--- src/rtl/sequential_adder_ctrl_if.sv ---
// Request/result bundle for the slice-serial add/subtract sequencer.
// The master drives operands and start; the slave returns the result and status.
interface sequential_adder_ctrl_if #(
    parameter int WIDTH = 32
);
    logic             start;
    logic [WIDTH-1:0] a;
    logic [WIDTH-1:0] b;
    logic             carryIn;
    logic             sub;
    logic [WIDTH-1:0] sum;
    logic             carryOut;
    logic             busy;
    logic             done;

    modport master (
        output start, a, b, carryIn, sub,
        input  sum, carryOut, busy, done
    );

    modport slave (
        input  start, a, b, carryIn, sub,
        output sum, carryOut, busy, done
    );
endinterface

--- src/rtl/sequential_adder_ctrl.sv ---
// Multi-cycle add/subtract: one SLICE_W ripple slice per clock, LSB slice first,
// with the inter-slice carry held in a register. done pulses once per operation.
module sequential_adder_ctrl #(
    parameter int WIDTH   = 32,
    parameter int SLICE_W = 8
) (
    input  logic                   clk,
    input  logic                   rst,
    sequential_adder_ctrl_if.slave bus
);
    localparam int N     = WIDTH / SLICE_W;
    localparam int IDX_W = (N > 1) ? $clog2(N) : 1;

    if (WIDTH % SLICE_W != 0) begin : g_width_check
        $error("WIDTH must be an integer multiple of SLICE_W");
    end

    typedef enum logic [1:0] {
        IDLE,
        RUN,
        DONE
    } state_e;

    state_e             state_q, state_d;
    logic [IDX_W-1:0]   idx_q, idx_d;
    logic [WIDTH-1:0]   op_a_q, op_a_d;
    logic [WIDTH-1:0]   op_b_q, op_b_d;
    logic [WIDTH-1:0]   sum_q, sum_d;
    logic               carry_q, carry_d;

    logic [SLICE_W-1:0] slice_a;
    logic [SLICE_W-1:0] slice_b;
    logic [SLICE_W:0]   slice_res;

    assign slice_a   = op_a_q[int'(idx_q)*SLICE_W +: SLICE_W];
    assign slice_b   = op_b_q[int'(idx_q)*SLICE_W +: SLICE_W];
    assign slice_res = {1'b0, slice_a} + {1'b0, slice_b} + {{SLICE_W{1'b0}}, carry_q};

    always_comb begin
        // NOTE: every variable gets a default first so no path through the case infers a latch.
        state_d = state_q;
        idx_d   = idx_q;
        op_a_d  = op_a_q;
        op_b_d  = op_b_q;
        sum_d   = sum_q;
        carry_d = carry_q;

        case (state_q)
            IDLE: begin
                if (bus.start) begin
                    // Subtract is a + ~b + 1, so the inverted operand is latched up front.
                    op_a_d  = bus.a;
                    op_b_d  = bus.sub ? ~bus.b : bus.b;
                    carry_d = bus.sub ? 1'b1 : bus.carryIn;
                    idx_d   = '0;
                    state_d = RUN;
                end
            end
            RUN: begin
                sum_d[int'(idx_q)*SLICE_W +: SLICE_W] = slice_res[SLICE_W-1:0];
                carry_d = slice_res[SLICE_W];
                if (idx_q == IDX_W'(N - 1)) begin
                    state_d = DONE;
                end else begin
                    idx_d = idx_q + 1'b1;
                end
            end
            DONE:    state_d = IDLE;
            default: state_d = IDLE;
        endcase
    end

    // NOTE: sequential state uses non-blocking assignments so all registers update together at the edge.
    always_ff @(posedge clk or posedge rst) begin
        if (rst) begin
            // NOTE: operand registers are cleared too, so an aborted operation leaves nothing behind.
            state_q <= IDLE;
            idx_q   <= '0;
            op_a_q  <= '0;
            op_b_q  <= '0;
            sum_q   <= '0;
            carry_q <= 1'b0;
        end else begin
            state_q <= state_d;
            idx_q   <= idx_d;
            op_a_q  <= op_a_d;
            op_b_q  <= op_b_d;
            sum_q   <= sum_d;
            carry_q <= carry_d;
        end
    end

    assign bus.sum      = sum_q;
    assign bus.carryOut = carry_q;
    assign bus.busy     = (state_q == RUN);
    assign bus.done     = (state_q == DONE);
endmodule

--- src/flat_wrapper.sv ---
// flat-port wrapper written by rule: the top's interface ports become plain ports
module sequential_adder_ctrl_flat 
#(
    parameter int WIDTH   = 32,
    parameter int SLICE_W = 8
)
  (clk, rst, bus_start, bus_a, bus_b, bus_carryIn, bus_sub, bus_sum, bus_carryOut, bus_busy, bus_done);
  sequential_adder_ctrl_if #(.WIDTH(WIDTH)) bus_i ();
  input  logic clk;
  input  logic rst;
  input wire logic [$bits(bus_i.start)-1:0] bus_start;
  input wire logic [$bits(bus_i.a)-1:0] bus_a;
  input wire logic [$bits(bus_i.b)-1:0] bus_b;
  input wire logic [$bits(bus_i.carryIn)-1:0] bus_carryIn;
  input wire logic [$bits(bus_i.sub)-1:0] bus_sub;
  output wire logic [$bits(bus_i.sum)-1:0] bus_sum;
  output wire logic [$bits(bus_i.carryOut)-1:0] bus_carryOut;
  output wire logic [$bits(bus_i.busy)-1:0] bus_busy;
  output wire logic [$bits(bus_i.done)-1:0] bus_done;
  assign bus_i.start = bus_start;
  assign bus_i.a = bus_a;
  assign bus_i.b = bus_b;
  assign bus_i.carryIn = bus_carryIn;
  assign bus_i.sub = bus_sub;
  assign bus_sum = bus_i.sum;
  assign bus_carryOut = bus_i.carryOut;
  assign bus_busy = bus_i.busy;
  assign bus_done = bus_i.done;
  sequential_adder_ctrl #(.WIDTH(WIDTH), .SLICE_W(SLICE_W)) u_core (.clk(clk), .rst(rst), .bus(bus_i));
endmodule
--- config.mk ---
export PLATFORM = sky130hd
export DESIGN_NAME = sequential_adder_ctrl_flat
export DESIGN_NICKNAME = d
export VERILOG_FILES = /design/src/rtl/sequential_adder_ctrl_if.sv /design/src/rtl/sequential_adder_ctrl.sv /design/src/flat_wrapper.sv
export SDC_FILE = /design/constraint.sdc
export NUM_CORES = 1
export LEC_CHECK = 0
export CORE_MARGIN = 2
export CORE_UTILIZATION = 30
export DETAILED_ROUTE_END_ITERATION = 10
export PLACE_DENSITY = 0.62
export SYNTH_ARGS = -nofsm -noshare
export SYNTH_HDL_FRONTEND = slang
export SYNTH_SLANG_ARGS = --single-unit
export TNS_END_PERCENT = 100
--- constraint.sdc ---
create_clock -name clk -period 3.95 [get_ports clk]
set_input_delay 0.79 -clock clk [delete_from_list [all_inputs] [get_ports clk]]
set_output_delay 0.79 -clock clk [all_outputs]
set_load 0.005 [all_outputs]
==> flow_summary.toml, run 1 <==
[logic_synthesis]
ys_seq_elements = 101
syn_nets = 473
synth_edf_count = 0
syn_area_um2 = 4850
ys_types = 42
syn_area_per_cell_um2 = 12.5
syn_inst = 389
async_reset_ff_share_pct = 100
ys_warn_count = 0
synth-main-ff-cell = "dfrtp_1"
yosysSeqAreaShare_pct = 52.1

[power_and_ir_drop]
power_leakage_nw = 2.56
finalPower_w = 0.00569
irDropWorstVdd_v = 0.000380
power.density_nw_per_um2 = 889

[clocking]
cts_resized = 0
cts_setup_buffers = 0
htreeDepth = 3
cts-root-buf = "clkbuf_16"
clockBufferDepth = 2
cts_buffers = 9
clk_pin_slew_worst_paths_ps = 70
cts_sinks = 101
tritoncts = "yes"
worstSkewPairLatency_ps = 350
cts_hold_buffers = 0

[setup_path]
cp.required_ps = 4190
crit_buf_inv = 1
cp_top_family = "adder cells"
endpoint = "u_core.bus.sum[6]"
endpoint_kind = "register"
slowest_delay_ps = 560
cp_max_fo = 14
startpoint = "u_core.idx_q[0]"
timing.rr.start = "u_core.idx_q[0]"
reg2reg_depth = 9
r2r-end = "u_core.bus.sum[6]"
critPathKind = "reg2reg"
cp_num_cells = 9
ff2ff_setup_slack_ps = 830
arrival_ps = 3360
crit_chain = "buf_4 > mux4_2 > fa_1 > fa_1 > a21oi_1 > o21ai_0 > a21oi_1 > xnor2_1 > a22o_1"
startpoint_type = "register"
crit_slowest_cell = "mux4_2"

[timing]
tns_ps = 0
worst_pin_slew_ps = 1120
holdWs_ps = 499
period_share_pct = 78.9
period_minus_slack_ps = 3120
worst_slack_ps = 832
clock.fmax_mhz = 321
hold_viol = 0
rsz0062_at_grt = "false"
finalClockSkew_ps = 5.58
timing.slew.headroom_pct = 25.3
slew_violations = 0
finalSetupViolations = 0

[route]
ant_nets = 0
drc = 0
met2RoutedLength_um = 5440
wl_met3_um = 559
vias = 3366
drt_wl_total_um = 11700
wl_met1_um = 5520
wl_per_cell_um = 16.4
drt_first_pass_iters = 4
drt-initial-drc-count = 244
post_drt_via_cell_ratio = 4.75
top_layer = "met4"

[floorplan]
die_area_um2 = 17200
rows = 46
io_pins = 104
die_w_um = 131
coreArea_um2 = 15800
die_height_um = 131
start_util_pct = 30.6

[worst_hold_path]
hold_start = "u_core.bus.sum[31]"
hold_path_class = "reg2reg"

[place]
dpl_worst_slack_ps = 846
place_congestion = 0.764
hpwlAfterDp_um = 8590
portBuffers = 103
placed_area_um2 = 6090

[cells_and_area]
finalNetCount = 572
final_area_um2 = 6400
fillers = 1459
antenna_cells = 0
multi_input_area_um2 = 2180
seqCellArea_um2 = 2530
final_layout_size_suffix_gt1_share_pct = 15.8
synthToLayoutAreaGrowth_pct = 32.0

[grt]
grt_pass1_vias = 3530
antenna_found_initial = 0
overflow = 0
grt_first_pass_wirelength_um = 19100
track_usage_pct = 14.2
grt_max_degree = 97

[status]
status = "finished clean"

[job]
maxCapViolCount = 0
[cells in the final DEF, fill, tap and decap left out, types with 4 or more instances in the layout]
master	netlist	layout
clkdlybuf4s50_1	0	102
dfrtp_1	101	101
nor2_1	41	41
a21oi_1	39	39
xnor2_1	35	35
mux2_2	32	32
a22o_1	24	24
mux4_2	16	16
nand2_1	13	13
o21ai_0	13	13
ha_1	13	13
clkbuf_16	0	9
inv_1	8	7
buf_4	0	4
[sequential cells by signal (all words and copies together) (netlist names)]
| register | flops |
|---|---|
| u_core.bus.carryOut | 1 |
| u_core.bus.sum | 32 |
| u_core.idx_q | 2 |
| u_core.op_a_q | 32 |
| u_core.op_b_q | 32 |
| u_core.state_q | 2 |
[area by class of cell]
| type | instances | share of cell area (%) |
|---|---|---|
| Sequential cell | 101 | 39.5 |
| Tap cell | 216 | 4.22 |
| Inverter | 8 | 0.508 |
| Multi-Input combinational cell | 260 | 34.1 |
| Clock buffer | 14 | 4.28 |
| Clock inverter | 2 | 0.606 |
| Timing Repair Buffer | 108 | 16.8 |
[worst min-delay path by stage]
stage                               to  slack, ps  cells after the start
finish              u_core.bus.sum[31]        500                      2
global route         u_core.op_a_q[28]        520                      1
CTS                 u_core.bus.sum[31]        500                      2
detailed placement  u_core.bus.sum[31]        490                      2
global placement    u_core.bus.sum[10]        470                      2
floorplan           u_core.bus.sum[10]        470                      2
[through the flow]
| step | std cells | utilization (%) |
|---|---|---|
| after global placement | 693 | 38.5 |
| after detailed placement | 693 | 38.5 |
| after global routing | 709 | 40.4 |
| final | 709 | 40.4 |
| after floorplan | 389 | - |
| after CTS | 709 | 40.4 |
[cell families after synthesis]
group	count (synthesis)	share of synthesized area [%]
fa+ha+maj	15	4.18
flops	101	52.1
compound gates	87	11.3
buf+inv	28	3.02
simple gates	73	7.77
xor+xnor	37	6.69
mux	48	14.9
[synth_stat cells, types with 3 or more instances]
library cell,number,area (um^2)
xnor2_1,35,307
nand2_1,13,48.8
a22o_1,24,210
ha_1,13,163
o21ai_0,13,65.1
inv_1,8,30.0
clkbuf_1,3,11.3
mux2_2,32,360
nand2_2,3,18.8
mux4_2,16,360
nor2_1,41,154
buf_2,14,70.1
a21oi_1,39,195
dfrtp_1,101,2530
[worst reg2reg max path, cell delays in order, from the launching register on]
cell and delay [ps]:
dfrtp_1 340, buf_4 270, mux4_2 560, fa_1 450, fa_1 480, a21oi_1 180, o21ai_0 110, a21oi_1 220
xnor2_1 170, a22o_1 230
[routing by layer]
metal  vias up  global-route usage (%)
met1      1688                    19.4
met4         0                    3.56
met2        88                    21.9
met5         -                       0
li1       1580                       -
met3        10                    4.44
[where the power goes]
part	switching (W)	total [W]	leakage (nW)	internal [W]
Clock	0.000378	0.000925	0.154	0.000546
Sequential	0.000281	0.00177	1.23	0.00148
Combinational	0.00162	0.00300	1.18	0.00138
Note: power is estimated with default switching activity, not from simulation.
==> run 2: changes to the inputs <==
==> constraint.sdc (replaced) <==
create_clock -name clk -period 2.93 [get_ports clk]
set_input_delay 0.586 -clock clk [delete_from_list [all_inputs] [get_ports clk]]
set_output_delay 0.586 -clock clk [all_outputs]
set_load 0.005 [all_outputs]
==> flow_summary.toml, run 2 (synthesis results as in run 1) <==
[floorplan]
die_height_um = 131
die_area_um2 = 17200
io_pins = 104
die_w_um = 131
start_util_pct = 30.6
coreArea_um2 = 15800
rows = 46

[grt]
track_usage_pct = 13.7
grt_pass1_vias = 3502
grt_max_degree = 97
overflow = 0
grt_first_pass_wirelength_um = 18700
antenna_found_initial = 0

[cells_and_area]
final_common_cell = "clkdlybuf4s50_1"
final_layout_size_suffix_gt1_share_pct = 18.6
synthToLayoutAreaGrowth_pct = 34.6
final_cell_mix = "clkdlybuf4s50_1, dfrtp_1, nor2_1"
finalNetCount = 581
fillers = 1489
antenna_cells = 0

[status]
status = "finished clean"

[power_and_ir_drop]
irDropWorstVdd_v = 0.000726
finalPower_w = 0.00802
power_leakage_nw = 2.61
power.density_nw_per_um2 = 1230

[route]
post_drt_via_cell_ratio = 4.67
drc = 0
drt_first_pass_iters = 4
ant_nets = 0
vias = 3345
drt_wl_total_um = 11400
wl_per_cell_um = 15.9
drt-initial-drc-count = 160

[clocking]
cts_buffers = 9
cts_sinks = 101
tritoncts = "yes"
htreeDepth = 3
cts_hold_buffers = 0
clk_pin_slew_worst_paths_ps = 70
worstSkewPairLatency_ps = 350
cts-root-buf = "clkbuf_16"
clockBufferDepth = 2

[setup_path]
crit_chain = "mux4_2 > fa_2 > fa_1 > a21oi_2 > o21ai_0 > a21oi_2 > xnor2_2 > a22o_1"
crit_slowest_cell = "mux4_2"
slowest_delay_ps = 530
critPathKind = "reg2reg"
endpoint_kind = "register"
cp_max_fo = 4
crit_path_frequent_cell = "a21oi_2"
cp.required_ps = 3170
startpoint_type = "register"
arrival_ps = 3020
ff2ff_setup_slack_ps = 150

[timing]
finalSetupViolations = 0
clock.fmax_mhz = 360
rsz0062_at_grt = "false"
hold_viol = 0
worst_pin_slew_ps = 698
finalClockSkew_ps = 9.02
holdWs_ps = 488
slew_violations = 0
timing.slew.headroom_pct = 53.4
period_share_pct = 94.9
period_minus_slack_ps = 2780

[place]
portBuffers = 103
hpwlAfterDp_um = 8590
place_congestion = 0.783

[job]
maxCapViolCount = 0

[worst_hold_path]
hold_path_class = "reg2reg"
run 2: cell types whose count changed in the layout (fill, tap and decap cells not counted), sizes merged:
cell	previous run	this run
clkinvlp	0	2
clkbuf	14	10
clkinv	0	2
inv	9	7
buf	6	15
bufinv	1	2
run 2: final timing paths:
path,startpoint,to,depth (start not counted)
setup reg to reg,u_core.idx_q[0],u_core.bus.sum[6],8
min in group asynchronous,rst,u_core.op_b_q[15],2
hold reg to reg,u_core.bus.sum[18],u_core.bus.sum[18],2
max in group asynchronous,rst,u_core.bus.sum[6],3
hold / removal,u_core.bus.sum[18],u_core.bus.sum[18],2
setup / recovery,u_core.idx_q[0],u_core.bus.sum[6],8
run 2: timing repair:
action / CTS / global route
pin swaps: 1 / 1
endpoints found under the hold margin: 0 / 0
setup endpoints to repair: 4 / 16
resized for setup: 1 / 5
setup buffers: 0 / 0
run 2: layout make-up:
| type | instances | area (um^2) | share of cell area (%) |
|---|---|---|---|
| sequential | 101 | 2530 | 38.7 |
| clock buffer | 10 | 239 | 3.66 |
| multi-input combinational | 260 | 2200 | 33.7 |
| inverter | 8 | 33.8 | 0.518 |
| tap | 216 | 270 | 4.14 |
| timing repair buffer | 117 | 1170 | 18.0 |
| clock inverter | 5 | 85.1 | 1.30 |
run 2: metal layers:
metal | part of all wire [%] | global-route usage [%] | routed length, um | up-vias
met5 | 0 | 0 | 0 | -
met4 | 2.3 | 4.29 | 257 | 0
met3 | 6.2 | 5.44 | 703 | 15
met2 | 46 | 21.0 | 5190 | 94
met1 | 46 | 17.9 | 5240 | 1637
li1 | - | - | - | 1599
run 2: worst max-delay path: cells and delay by family (launching register included):
kind	cells	cell delay, ps
compound gates	4	710
flops	1	420
mux	1	530
fa+ha+maj	2	890
xor+xnor	1	110
run 2: through the flow:
step	setup WS, ps	setup TNS (ps)	instances	cell area, um^2	util [%]
after floorplan	12.2	0	389	4860	-
after global placement	51.9	0	702	6180	39.0
after detailed placement	-24.4	-79.1	702	6180	39.0
after CTS	8.33	0	717	6510	41.1
after global routing	14.6	0	717	6530	41.2
final	149	0	717	6530	41.2
run 2: power breakdown:
group,internal [W],switching [W],leakage [nW]
Sequential,0.00200,0.000371,1.22
Clock,0.000770,0.000521,0.155
Combinational,0.00211,0.00225,1.23
==> run 3: changes to the inputs <==
--- a/config.mk
+++ b/config.mk
@@ -6,9 +6,10 @@
 export NUM_CORES = 1
 export LEC_CHECK = 0
 export CORE_MARGIN = 2
-export CORE_UTILIZATION = 30
+export CORE_UTILIZATION = 38
 export DETAILED_ROUTE_END_ITERATION = 10
-export PLACE_DENSITY = 0.62
+export GPL_TIMING_DRIVEN = 0
+export PLACE_DENSITY = 0.73
 export SYNTH_ARGS = -nofsm -noshare
 export SYNTH_HDL_FRONTEND = slang
 export SYNTH_SLANG_ARGS = --single-unit
==> flow_summary.toml, run 3 (synthesis results as in run 1) <==
[setup_path]
timing.rr.start = "u_core.idx_q[0]"
startpoint = "u_core.idx_q[0]"
cp_max_fo = 5
cp_num_cells = 9
endpoint = "u_core.bus.sum[30]"
startpoint_type = "register"
cp_top_family = "adder cells"
cp.required_ps = 3160
crit_path_frequent_cell = "fa_2"
ff2ff_setup_slack_ps = 90
r2r-end = "u_core.bus.sum[30]"
crit_slowest_cell = "mux4_2"
arrival_ps = 3070
crit_chain = "buf_12 > mux4_2 > fa_2 > fa_2 > a21oi_4 > o21ai_2 > a21oi_2 > xnor2_2 > a22o_1"
crit_buf_inv = 1
critPathKind = "reg2reg"
reg2reg_depth = 9
endpoint_kind = "register"
slowest_delay_ps = 550

[cells_and_area]
final_layout_size_suffix_gt1_share_pct = 21.2
synthToLayoutAreaGrowth_pct = 36.0
finalNonFillerCells = 690
final_cell_mix = "clkdlybuf4s50_1, dfrtp_1, nor2_1"
antenna_cells = 0
final_common_cell = "clkdlybuf4s50_1"
finalNetCount = 597
fillers = 1140

[status]
status = "finished clean"

[timing]
worst_pin_slew_ps = 500
finalSetupViolations = 0
period_minus_slack_ps = 2840
finalClockSkew_ps = 7.11
slew_violations = 0
timing.slew.headroom_pct = 66.6
clock.fmax_mhz = 352
period_share_pct = 97.1
hold_viol = 0

[place]
hpwlAfterDp_um = 8890
portBuffers = 102
place_congestion = 0.850
dp.cells = 665

[floorplan]
rows = 41
io_pins = 104
start_util_pct = 38.7
coreArea_um2 = 12500
die_height_um = 117
die_area_um2 = 13700
die_w_um = 117

[route]
drt_first_pass_iters = 4
post_drt_via_cell_ratio = 5.06
drt-initial-drc-count = 226
ant_nets = 0
vias = 3493
wl_per_cell_um = 17.4
drc = 0
drt_wl_total_um = 12000

[clocking]
clk_pin_slew_worst_paths_ps = 70
tritoncts = "yes"
clockBufferDepth = 2
cts_buffers = 9
cts-root-buf = "clkbuf_16"
htreeDepth = 3
cts_hold_buffers = 0
cts_sinks = 101
worstSkewPairLatency_ps = 340

[grt]
grt_first_pass_wirelength_um = 18500
grt_pass1_vias = 3584
antenna_found_initial = 0
overflow = 0
grt_max_degree = 45
track_usage_pct = 17.9

[worst_hold_path]
hold_path_class = "reg2reg"

[power_and_ir_drop]
irDropWorstVdd_v = 0.000843
finalPower_w = 0.00822
power.density_nw_per_um2 = 1250
power_leakage_nw = 2.68

[job]
maxCapViolCount = 0
-- run 3: cell count changes in the layout (fill, tap and decap cells not counted), sizes merged --
cell,change
buf,+12
clkbuf,+4
inv,+2
bufinv,-1
clkinv,-1
clkinvlp,+1
-- run 3: layout make-up --
type                    instances  area, um^2  area share [%]
inverters                       8        33.8           0.512
well taps                     172         215            3.26
clock buffers                  10         229            3.47
flip-flops and latches        101        2530            38.4
repair buffers                113        1150            17.4
multi-input cells             260        2220            33.7
clock inverters                 6        71.3            1.08
plain buffers                  20         148            2.24
-- run 3: how the worst min path moves through the flow --
stage	startpoint	to	slack [ps]	depth (start not counted)
after floorplan	u_core.bus.sum[10]	u_core.bus.sum[10]	470	2
after global placement	u_core.bus.sum[15]	u_core.bus.sum[15]	460	2
after detailed placement	u_core.bus.sum[10]	u_core.bus.sum[10]	470	2
after CTS	u_core.bus.sum[10]	u_core.bus.sum[10]	490	2
after global routing	u_core.bus.sum[7]	u_core.bus.sum[7]	500	2
final	u_core.bus.sum[10]	u_core.bus.sum[10]	480	2
-- run 3: through the flow --
stage / cell area [um^2] / setup slack (ps) / util, % / setup TNS, ps / hold WS, ps
after floorplan: 4860 / 12.2 / - / 0 / 473
after CTS: 6480 / 52.0 / 51.8 / 0 / 487
after detailed placement: 6130 / -528 / 49.0 / -5190 / 472
after global placement: 6090 / -498 / 48.7 / -4880 / 463
final: 6590 / 85.3 / 52.7 / 0 / 482
after global routing: 6590 / -9.63 / 52.7 / -18.0 / 499
-- run 3: tightest hold or removal path: stages (launching register included) --
cell and delay, ps:
dfrtp_1 340, nand2_1 40, o21ai_0 60
-- run 3: metal layers --
layer	vias to the layer above	wire length, um	track usage [%]
li1	1629	-	-
met1	1743	5250	24.2
met4	0	167	4.39
met2	107	5920	29.7
met5	-	0	0
met3	14	628	3.66
-- run 3: what timing repair did --
item / 4_1_cts / 5_1_grt
resized for setup: 13 / 7
pin swaps: 1 / 6
setup buffers: 1 / 7
gates cloned: 0 / 1
setup endpoints to repair: 17 / 16
-- run 3: where the power goes --
| group | switching, W | internal [W] | leakage [nW] |
|---|---|---|---|
| sequential | 0.000368 | 0.00200 | 1.22 |
| combinational | 0.00244 | 0.00221 | 1.32 |
| clock | 0.000527 | 0.000670 | 0.140 |
==> RTL edit, RTL diff (flow settings as in run 2) <==
`WIDTH` is set to 32 in 3 places; all go to 16.
--- a/src/rtl/sequential_adder_ctrl_if.sv
+++ b/src/rtl/sequential_adder_ctrl_if.sv
@@ -1,7 +1,7 @@
 // Request/result bundle for the slice-serial add/subtract sequencer.
 // The master drives operands and start; the slave returns the result and status.
 interface sequential_adder_ctrl_if #(
-    parameter int WIDTH = 32
+    parameter int WIDTH = 16
 );
     logic             start;
     logic [WIDTH-1:0] a;
--- a/src/rtl/sequential_adder_ctrl.sv
+++ b/src/rtl/sequential_adder_ctrl.sv
@@ -1,7 +1,7 @@
 // Multi-cycle add/subtract: one SLICE_W ripple slice per clock, LSB slice first,
 // with the inter-slice carry held in a register. done pulses once per operation.
 module sequential_adder_ctrl #(
-    parameter int WIDTH   = 32,
+    parameter int WIDTH   = 16,
     parameter int SLICE_W = 8
 ) (
     input  logic                   clk,
--- a/src/flat_wrapper.sv
+++ b/src/flat_wrapper.sv
@@ -1,7 +1,7 @@
 // flat-port wrapper written by rule: the top's interface ports become plain ports
 module sequential_adder_ctrl_flat 
 #(
-    parameter int WIDTH   = 32,
+    parameter int WIDTH   = 16,
     parameter int SLICE_W = 8
 )
   (clk, rst, bus_start, bus_a, bus_b, bus_carryIn, bus_sub, bus_sum, bus_carryOut, bus_busy, bus_done);
Ports: changed (resized bus_a, bus_b and bus_sum); port bits go from 104 to 56. The function was not compared with the original's and may differ.
==> RTL edit against run 2 <==
Routed wire length is 54% lower; setup slack gained 110 ps; maximum frequency rose by 4.2%; area after synthesis down 47%; cell area shrank 49%; sequential cell count fell by 49; via count down 47%; power down 48%; count of clock-buffer cells in the layout fell by 4; critical path type unchanged; critical endpoint is now u_core.bus.sum[14].
==> RTL edit: results (changes against run 2) <==
metric;value;unit;change
Syn Area/Cell;11.2;sq um;was 12.5 sq um
Resized Gates After CTS;0;;was 1
status;finished clean;;unchanged
Total Routed Length;5290;um;was 11,400 um
layout cells sized above 1;17.6;%;was 18.6%
crit path DAT;2890;ps;was 3020 ps
fill count;810;;was 1,489
worst slew pin tran;499;ps;was 698 ps
GPL Wtd Cong;0.843;;was 0.783
Synth cell types;29;;was 42
CTS HTree Levels;2;;was 3
vias per cell;4.53;;was 4.67
root buf cell;clkbuf_8;;was clkbuf_16
Num CTS Buffers;5;;was 9
Peak VDD IR;0.452;mV;was 0.726 mV
Setup Skew;8.30;ps;was 9.02 ps
largest net degree at the start of global routing;31;;was 97
nets;329;;was 581
Detail Placement HPWL;4020;um;was 8590 um
most frequent cells after synthesis;dfrtp_1 (52), mux2_2 (34), nand2_1 (32);;was dfrtp_1 (101), nor2_1 (41), a21oi_1 (39)
DR iter-0 viols;36;;was 160
Clock Latency Late Sink;310;ps;was 350 ps
sequential area share after synthesis;51.0;%;was 52.1%
R2R Setup Slk;260;ps;was 150 ps
via count;1761;;was 3,345
global-route wire length before repair;8820;um;was 18,700 um
Inst Count DP;381;;was 702
I/O Buffers;55;;was 103
Clock transition at path regs;90;ps;was 70 ps
CP startpoint;u_core.idx_q;;was u_core.idx_q[0]
Critical R2R Capture;u_core.bus.sum[14];;was u_core.bus.sum[6]
RTL edit: cell types whose count changed after synthesis, moves of 16 or more:
| cell | run 2 | this run |
|---|---|---|
| o21ai_0 | 13 | 29 |
| mux4_2 | 16 | 0 |
| a21oi_1 | 39 | 4 |
| nor2_1 | 41 | 5 |
| nand2_1 | 13 | 32 |
| xnor2_1 | 35 | 16 |
| a22o_1 | 24 | 0 |
| dfrtp_1 | 101 | 52 |
RTL edit: stage by stage:
stage                     total power (W)  instance area [sq um]  util (%)  setup WS, ps  hold WS [ps]
after floorplan                   0.00283                   2550         -           176           444
after global placement            0.00358                   3230      39.3           362           456
after detailed placement          0.00364                   3230      39.3           283           465
after CTS                         0.00418                   3350      40.7           246           489
after global routing              0.00451                   3350      40.7          55.5           515
final                             0.00413                   3350      40.7           261           485
RTL edit: layout make-up:
type | count | area share [%]
Clock buffer | 6 | 2.47
Timing Repair Buffer | 61 | 17.8
Sequential cell | 52 | 38.9
Clock inverter | 2 | 1.16
Inverter | 6 | 0.673
Multi-Input combinational cell | 157 | 35.1
Tap cell | 105 | 3.92
RTL edit: worst min path at each step:
stage                        from                 end  slack (ps)
3_3_place_gp    u_core.op_b_q[11]   u_core.op_b_q[11]         460
6_report       u_core.bus.sum[15]  u_core.bus.sum[15]         490
5_1_grt         u_core.op_b_q[12]   u_core.op_b_q[12]         520
3_5_place_dp    u_core.op_b_q[12]   u_core.op_b_q[12]         470
2_1_floorplan   u_core.op_b_q[10]   u_core.op_b_q[10]         440
4_1_cts         u_core.op_b_q[12]   u_core.op_b_q[12]         490
RTL edit: worst max-delay path, cell delays in order (launching register included):
cell and delay (ps):
dfrtp_1 490, mux2_2 380, fa_1 430, inv_1 90, fa_1 250, nor2b_4 60
o31a_1 270, o21a_1 190, o21a_1 180, o31ai_1 220
RTL edit: layer usage:
| layer | track usage [%] | share of wire (%) | vias up |
|---|---|---|---|
| li1 | - | - | 885 |
| met5 | 0 | 0 | - |
| met1 | 16.6 | 46 | 823 |
| met4 | 3.57 | 1.0 | 0 |
| met2 | 20.5 | 48 | 46 |
| met3 | 2.98 | 5.2 | 7 |
RTL edit: where the power goes:
| group | switching (W) | leakage (nW) | internal [W] | total [W] |
|---|---|---|---|---|
| sequential | 0.000211 | 0.627 | 0.00109 | 0.00130 |
| clock | 0.000241 | 0.0614 | 0.000279 | 0.000520 |
| combinational | 0.00115 | 0.738 | 0.00117 | 0.00232 |
RTL edit: cells by family after synthesis:
logic type	synth area share, %
adders and majority gates	5.00
DFF	51.0
AOI/OAI and AO/OA	10.8
xor gates and xnor gates	6.86
buffers and inverters	2.94
and+or+nand+nor	7.65
muxes	15.8
